`src/rtl/modular_addsub_unit.sv`:
```
// Modular add/subtract unit: (a+b) mod m or (a-b) mod m via a five-state FSM
// with a per-operation modulus snapshot; all outputs are registered.
module modular_addsub_unit #(
  parameter int unsigned WIDTH = 64
) (
  input  logic             clk_i,
  input  logic             rst_ni,
  input  logic             modular_write_i,
  input  logic [WIDTH-1:0] modulo_i,
  input  logic             add_start_i,
  input  logic             sub_start_i,
  input  logic [WIDTH-1:0] a_i,
  input  logic [WIDTH-1:0] b_i,
  output logic             add_finish_o,
  output logic [WIDTH-1:0] add_result_o,
  output logic             sub_finish_o,
  output logic [WIDTH-1:0] sub_result_o,
  output logic             busy_o
);

  typedef enum logic [2:0] {
    S_IDLE,
    S_CALC,
    S_REDUCE,
    S_DONE,
    S_HOLD
  } state_e;

  state_e           state_q, state_d;
  logic [WIDTH-1:0] mod_q, mod_d;
  logic [WIDTH-1:0] m_snap_q, m_snap_d;
  logic [WIDTH-1:0] a_q, a_d;
  logic [WIDTH-1:0] b_q, b_d;
  logic             op_add_q, op_add_d;
  logic [WIDTH:0]   raw_q, raw_d;
  logic [WIDTH-1:0] add_res_q, add_res_d;
  logic [WIDTH-1:0] sub_res_q, sub_res_d;
  logic             add_fin_q, add_fin_d;
  logic             sub_fin_q, sub_fin_d;
  logic             busy_q, busy_d;
  logic [WIDTH:0]   red_diff;

  always_comb begin
    state_d   = state_q;
    mod_d     = mod_q;
    m_snap_d  = m_snap_q;
    a_d       = a_q;
    b_d       = b_q;
    op_add_d  = op_add_q;
    raw_d     = raw_q;
    add_res_d = add_res_q;
    sub_res_d = sub_res_q;
    add_fin_d = 1'b0;
    sub_fin_d = 1'b0;
    red_diff  = raw_q - {1'b0, m_snap_q};

    // Snapshot takes mod_q before this edge's write, so a same-edge write only affects later ops
    if (modular_write_i) mod_d = modulo_i;

    unique case (state_q)
      S_IDLE: begin
        if (add_start_i || sub_start_i) begin
          a_d      = a_i;
          b_d      = b_i;
          op_add_d = add_start_i;
          m_snap_d = mod_q;
          state_d  = S_CALC;
        end
      end
      S_CALC: begin
        if (op_add_q) raw_d = {1'b0, a_q} + {1'b0, b_q};
        else          raw_d = {1'b0, a_q} - {1'b0, b_q};
        state_d = S_REDUCE;
      end
      S_REDUCE: begin
        if (op_add_q) begin
          if (raw_q >= {1'b0, m_snap_q}) add_res_d = red_diff[WIDTH-1:0];
          else                           add_res_d = raw_q[WIDTH-1:0];
          add_fin_d = 1'b1;
        end else begin
          // raw_q[WIDTH] is the borrow of a-b
          if (raw_q[WIDTH]) sub_res_d = raw_q[WIDTH-1:0] + m_snap_q;
          else              sub_res_d = raw_q[WIDTH-1:0];
          sub_fin_d = 1'b1;
        end
        state_d = S_DONE;
      end
      S_DONE: begin
        state_d = (add_start_i || sub_start_i) ? S_HOLD : S_IDLE;
      end
      S_HOLD: begin
        if (!add_start_i && !sub_start_i) state_d = S_IDLE;
      end
      default: state_d = S_IDLE;
    endcase

    busy_d = (state_d != S_IDLE);
  end

  always_ff @(posedge clk_i) begin
    if (!rst_ni) begin
      state_q   <= S_IDLE;
      mod_q     <= '0;
      m_snap_q  <= '0;
      a_q       <= '0;
      b_q       <= '0;
      op_add_q  <= 1'b0;
      raw_q     <= '0;
      add_res_q <= '0;
      sub_res_q <= '0;
      add_fin_q <= 1'b0;
      sub_fin_q <= 1'b0;
      busy_q    <= 1'b0;
    end else begin
      state_q   <= state_d;
      mod_q     <= mod_d;
      m_snap_q  <= m_snap_d;
      a_q       <= a_d;
      b_q       <= b_d;
      op_add_q  <= op_add_d;
      raw_q     <= raw_d;
      add_res_q <= add_res_d;
      sub_res_q <= sub_res_d;
      add_fin_q <= add_fin_d;
      sub_fin_q <= sub_fin_d;
      busy_q    <= busy_d;
    end
  end

  assign add_finish_o = add_fin_q;
  assign add_result_o = add_res_q;
  assign sub_finish_o = sub_fin_q;
  assign sub_result_o = sub_res_q;
  assign busy_o       = busy_q;

endmodule

```
`config.mk`:
```
export PLATFORM = sky130hd
export DESIGN_NAME = modular_addsub_unit
export DESIGN_NICKNAME = d
export VERILOG_FILES = /design/src/rtl/modular_addsub_unit.sv
export SDC_FILE = /design/constraint.sdc
export NUM_CORES = 1
export LEC_CHECK = 0
export BUFFER_PORTS_ARGS = -buffer_cell sky130_fd_sc_hd__buf_2
export CAP_MARGIN = 20
export CORE_UTILIZATION = 60
export DETAILED_ROUTE_END_ITERATION = 16
export PLACE_DENSITY = 0.81
export SYNTH_ARGS = -nofsm -noshare
export SYNTH_HDL_FRONTEND = slang
export SYNTH_SLANG_ARGS = --single-unit
```
`constraint.sdc`:
```
create_clock -name clk_i -period 5.2 [get_ports clk_i]
set_input_delay 1.3 -clock clk_i [delete_from_list [all_inputs] [get_ports clk_i]]
set_output_delay 1.3 -clock clk_i [all_outputs]
set_load 0.01 [all_outputs]
```
# Word-level counts from Yosys, hierarchy flattened
# Cells that the tools add are included.
dict set report word_totals {
  ff_bits 456
  in_bits 197
  output_inout_bits 131
  wordCells 41
}
dict set report classes {
  addsub 4
  n_lt_le_gt_ge 1
  eq_ne 4
  muxes 9
  bitwise 1
  reduce_logical 10
}
# op n
set ops {}
lappend ops {{two-way mux 64 bit} 2}
lappend ops {{adder 64 x 64 -> 65 bit} 1}
lappend ops {{greater-or-equal comparator 65 x 64 -> 1 bit} 1}
lappend ops {{two-way mux 65 bit} 1}
lappend ops {{subtractor 64 x 64 -> 65 bit} 1}
lappend ops {{adder 64 bit} 1}
lappend ops {{subtractor 64 bit} 1}
lappend ops {{one-hot mux 3 bit (5 select lines)} 1}
lappend ops {{two-way mux 3 bit} 3}
lappend ops {{AND reduction 2 bit} 4}
lappend ops {{equality test 3 x 2 -> 1 bit, second input constant} 2}
lappend ops {{equality test 3 x 1 -> 1 bit, second input constant} 1}
lappend ops {{equality test 3 bit, second input constant} 1}
lappend ops {{logical NOT 3 bit} 1}
lappend ops {{nonzero test 3 bit} 1}
lappend ops {{logical NOT 1 bit} 2}
lappend ops {{two-way mux 1 bit} 2}
lappend ops {{logical AND 1 bit} 1}
lappend ops {{logical OR 1 bit} 1}
lappend ops {{NOT 1 bit} 1}

# Logic depth before layout (Yosys ltp)
dict set report logic_depth {
  depth_word 5
  ltp_mapped 22
  mapped_depth_nobuf 21
}

# Least setup slack after synthesis
# No wires, ideal clock.
dict set report synth_timing {
  path_kind {register to register}
  startpoint {register b_q[10]}
  endpoint {register raw_q[62]}
  setup_time_ns 0.079
  arrival_time_ns 4.420
  t_required_ns 5.121
  slack_ns 0.701
  stages_incl_launch_ff 18
  n_path_buf 1
  synth_period_minus_slack_ns 4.499
  path_cell_list {dfxtp_1 -> or4_1 -> nor3_2 -> nand2b_1 -> or4_4 -> nor2_1 -> nor2_1 -> xor2_1 -> ha_1 -> clkbuf_1 -> nand4_1 -> or3_1 -> a32o_1 -> a31oi_2 -> a21oi_2 -> or4b_1 -> a211o_1 -> o211ai_1}
}
dict set report synth_via {
  elab_chain_cells 2
  elab_cells_between_ends 3
  classes_between {2 x add/sub; 1 x mux}
}
# item line
set synth_lines {}
lappend synth_lines {{start, declared} 33} ;# logic [WIDTH-1:0] b_q, b_d;
lappend synth_lines {{start signal, assigned} 106} ;# b_q <= '0;
lappend synth_lines {{start signal, assigned} 119} ;# b_q <= b_d;
lappend synth_lines {{subtractor 64 x 64 -> 65 bit or adder 64 x 64 -> 65 bit (tied branches)} {72, 71}}
lappend synth_lines {{two-way mux 65 bit (*)} 71} ;# if (op_add_q) raw_d = {1'b0, a_q} + {1'b0, b_q};
lappend synth_lines {{end signal, assigned} 121} ;# raw_q <= raw_d;
lappend synth_lines {{end, declared} 35} ;# logic [WIDTH:0] raw_q, raw_d;
# Every way passes the cells marked *; elsewhere a longest branch is shown, timed or not.
# A chain may end at the register's enable or synchronous reset.

# Worst setup path in the final report
dict set report layout_timing {
  startpoint {register b_q[10]}
  endpoint {register raw_q[63]}
}
# The elaborated chain is that of the path after synthesis.

==> run_results.csv <==
group,metric,value,unit
outcome,status,"finished clean",
cells_and_area,final_cell_mix,"nand2_1, a21oi_1, dfxtp_1, nor2_1, buf_2",
cells_and_area,design_area,33470,um2
synth,synth_compound_area_frac,0.2467,
global_route,grtUsageTotal,0.3584,
sta,fin_skew,0.02971,ns
routing,drc,0,
clock_network,cts-root-buf,"clkbuf_16",
job,drv_cap,0,
floorplanning,rows,81,
synth,ys_types,98,
clock_network,clk_latency,0.62,ns
worst_setup_path,cp-start-kind,"flip-flop",
min_path,holdCritStartpoint,"mod_q[58]$_SDFFE_PN0P_",
synth,yosys.area_share.simple,0.2129,
synth,synthCells,4075,
worst_setup_path,critical_path_class,"reg -> reg",
place,dp.cells,4841,
synth,synth-seq-area-share,0.3052,
worst_setup_path,worstPathCellList,"or4_1, nor3_2, nand4_1, buf_4, nor3_2, a21oi_1, xor2_1, ha_1, a2111oi_0, o221ai_1, o211ai_1, o311a_1, o41a_1, nor2_1, o21a_1, a211oi_1, a21oi_1, xnor2_1, o21ai_0",
power,irDropWorstVdd,0.6354,mV
synth,synthXorXnorAreaFrac,0.06677,
clock_network,cts_tree,"built",
global_route,antenna_found_initial,2,
worst_setup_path,crit_buf_inv,1,
worst_setup_path,critPathSlowestCell,"or4_1",
power,p_seq_frac,0.219,
routing,ant_nets,0,
cells_and_area,final_common_cell,"nand2_1",
sta,worst_slew_pin_slew,1.095,ns
synth,synthArstFlopShare,0,
routing,wl,93.60,mm
synth,synth_flop_cell,"dfxtp_1",
sta,finalCritPeriodShare,0.9411,
worst_setup_path,worstPathMaxFanout,6,
clock_network,htree_levels,2,
place,placed_area,31720,um2
floorplanning,dieArea,50740,um2
cells_and_area,area_delta_synth_final,11.89,%
sta,timing_hold_violations_final,0,
routing,first_iter_violations,3046,
cells_and_area,num_antenna_cells,0,
worst_setup_path,timing.rr.start,"b_q[10]$_SDFFE_PN0P_",
routing,wire_per_inst,18.98,um
floorplanning,core,49050,um2
synth,muxShareOfSynthArea,0.02924,
sta,maxSlewHeadroom,0.2512,
floorplanning,dieHeight,225.3,um
power,comb_power_share,0.616,
clock_network,cts_made_buffers,47,
synth,synthAdderAreaFrac,0.08275,
sta,clock.fmax,204.4,MHz
min_path,hp-class,"reg -> reg",
routing,via_per_inst,6.071,
cells_and_area,nNetsFinal,4621,
clock_network,clkTransAtPathRegs,0.07,ns
sta,slew_violations,0,
sta,finalSetupViolations,0,
worst_setup_path,required,5.69,ns
global_route,overflow,0,
sta,hold-worst-slack,0.4503,ns
synth,yosysWarnings,0,
cells_and_area,drive_above_1_share,0.1193,
synth,synth_top_family_by_area,"compound AO/OA/AOI/OAI gates",
power,p_clk_frac,0.165,
synth,postSynthNetCount,4468,
place,port_buffers,327,
worst_setup_path,arrival,5.38,ns
routing,vias,29940,
global_route,grt_max_degree,157,
global_route,grt_pass1_vias,27010,
global_route,grt_pass1_wl,145.2,mm
synth,syn-cell-area,29910,um2
synth,postSynthAreaPerCell,7.340,um2
floorplanning,ios,328,
clock_network,clock_path_buffers,3,
routing,firstDrtPassIters,6,
worst_setup_path,cp-startpoint,"b_q[10]$_SDFFE_PN0P_",
clock_network,clock_sinks,456,
worst_setup_path,critical-path-max-stage-delay,0.57,ns
sta,period_minus_slack,4.894,ns
synth,ys_ff_latch,456,
power,p_per_area,665.7,nW/um2
place,gp_congestion,1.025,
floorplanning,initial_utilization,0.6097,
worst_setup_path,critPathTopFamily,"compound AO/OA/AOI/OAI gates",
place,dpl.hpwl,70.26,mm
power,power,22.28,mW
power,swShare,0.4986,
power,p_sw,11.11,mW
synth,synth_edf_count,0,
power,p_int,11.17,mW
cells_and_area,finalNonFillerCells,4931,
worst_setup_path,cp-end-kind,"flip-flop",
power,p_leak,14.36,nW
floorplanning,die_x,225.3,um
==> kinds of logic (layout without fill, tap and decap cells) <==
logic type      count (synthesis)  after routing
compound gates               1219           1219
xor+xnor                      228            228
fa+ha+maj                     196            196
buf+inv                       437            629
flops                         456            456
mux                            87             87
simple gates                 1452           1452
==> synth_stat cells (all sizes together) (25+ instances only) <==
cell type	instances	area, um2
buf	55	251.5
nand2b	25	156.4
xnor2	141	1235
o31ai	29	227.7
mux2i	84	840.8
o21ai	200	1016
nand2	648	2432
dfxtp	456	9129
nand3	64	325.3
nor2	419	1573
a31oi	26	168.9
clkbuf	203	763.2
a21oi	612	3070
inv	177	664.4
nor2b	28	175.2
nand4	38	237.7
o211ai	33	247.7
a21o	60	450.4
a211oi	83	628.1
nor3	83	431.7
o21bai	40	300.3
ha	193	2415
nor4	46	300.3
xor2	87	762.0
==> final cells by class <==
type | instances | area (um2)
sequential | 456 | 9134
clock buffer | 62 | 1315
tap | 664 | 830.8
multi-input combinational | 3182 | 19150
timing repair buffer | 362 | 1977
fill | 4317 | 15590
inverter | 179 | 679.4
clock inverter | 26 | 379.1
==> worst register-to-register path: stages, from the launching register on <==
cell and delay, ns:
dfxtp_1 0.36, or4_1 0.57, nor3_2 0.19, nand4_1 0.13
buf_4 0.19, nor3_2 0.25, a21oi_1 0.13, xor2_1 0.17
ha_1 0.31, a2111oi_0 0.53, o221ai_1 0.26, o211ai_1 0.15
o311a_1 0.18, o41a_1 0.28, nor2_1 0.11, o21a_1 0.23
a211oi_1 0.34, a21oi_1 0.15, xnor2_1 0.16, o21ai_0 0.08
==> metrics by stage <==
stage / TNS (ns) / utilization / worst slack [ns]
after floorplan: 0 / - / 0.7015
after global placement: 0 / 0.6467 / 0.3544
after detailed placement: 0 / 0.6467 / 0.2481
after CTS: 0 / 0.6813 / 0.2083
after global routing: -0.02469 / 0.6823 / -0.02469
final: 0 / 0.6823 / 0.3065
==> timing repair <==
| action | in CTS | in global routing |
|---|---|---|
| hold buffers | 0 | 0 |
| resized for setup | 0 | 5 |
| setup endpoints to repair | 0 | 7 |
| setup buffers | 0 | 1 |
==> power groups by stage <==
stage          sequential [mW]  combinational, mW  clock, mW
5_1_grt                   4.93               14.9       3.86
6_report                  4.89               13.7       3.67
3_5_place_dp              4.91               13.3          0
3_3_place_gp              4.89               13.3          0
2_1_floorplan             4.57               10.1          0
4_1_cts                   4.84               13.4       3.71
==> routing by layer <==
layer / global-route usage / vias to the layer above / part of all wire
met2: 0.5503 / 1282 / 0.43
li1: - / 14530 / -
met1: 0.4962 / 13920 / 0.44
met3: 0.05854 / 204 / 0.086
met4: 0.1510 / 2 / 0.040
met5: 0 / - / 0.00014
==> state kept, by name, indices dropped and copies added, names as in the netlist <==
signal and count:
add_result_o 64, add_finish_o 1, mod_q 64, state_q 3, m_snap_q 64, raw_q 65
sub_result_o 64, op_add_q 1, b_q 64, a_q 64, sub_finish_o 1, busy_o 1
==> worst paths after layout <==
path / slack (ns) / endpoint / cells after the start
worst min register to register: 0.45 / m_snap_q[58]$_SDFFE_PN0P_ / 2
worst min-delay path: 0.45 / m_snap_q[58]$_SDFFE_PN0P_ / 2
worst max register to register: 0.31 / raw_q[63]$_SDFFE_PN0N_ / 19
worst max-delay path: 0.31 / raw_q[63]$_SDFFE_PN0N_ / 19
No activity file was read; power rests on OpenSTA's default activity.
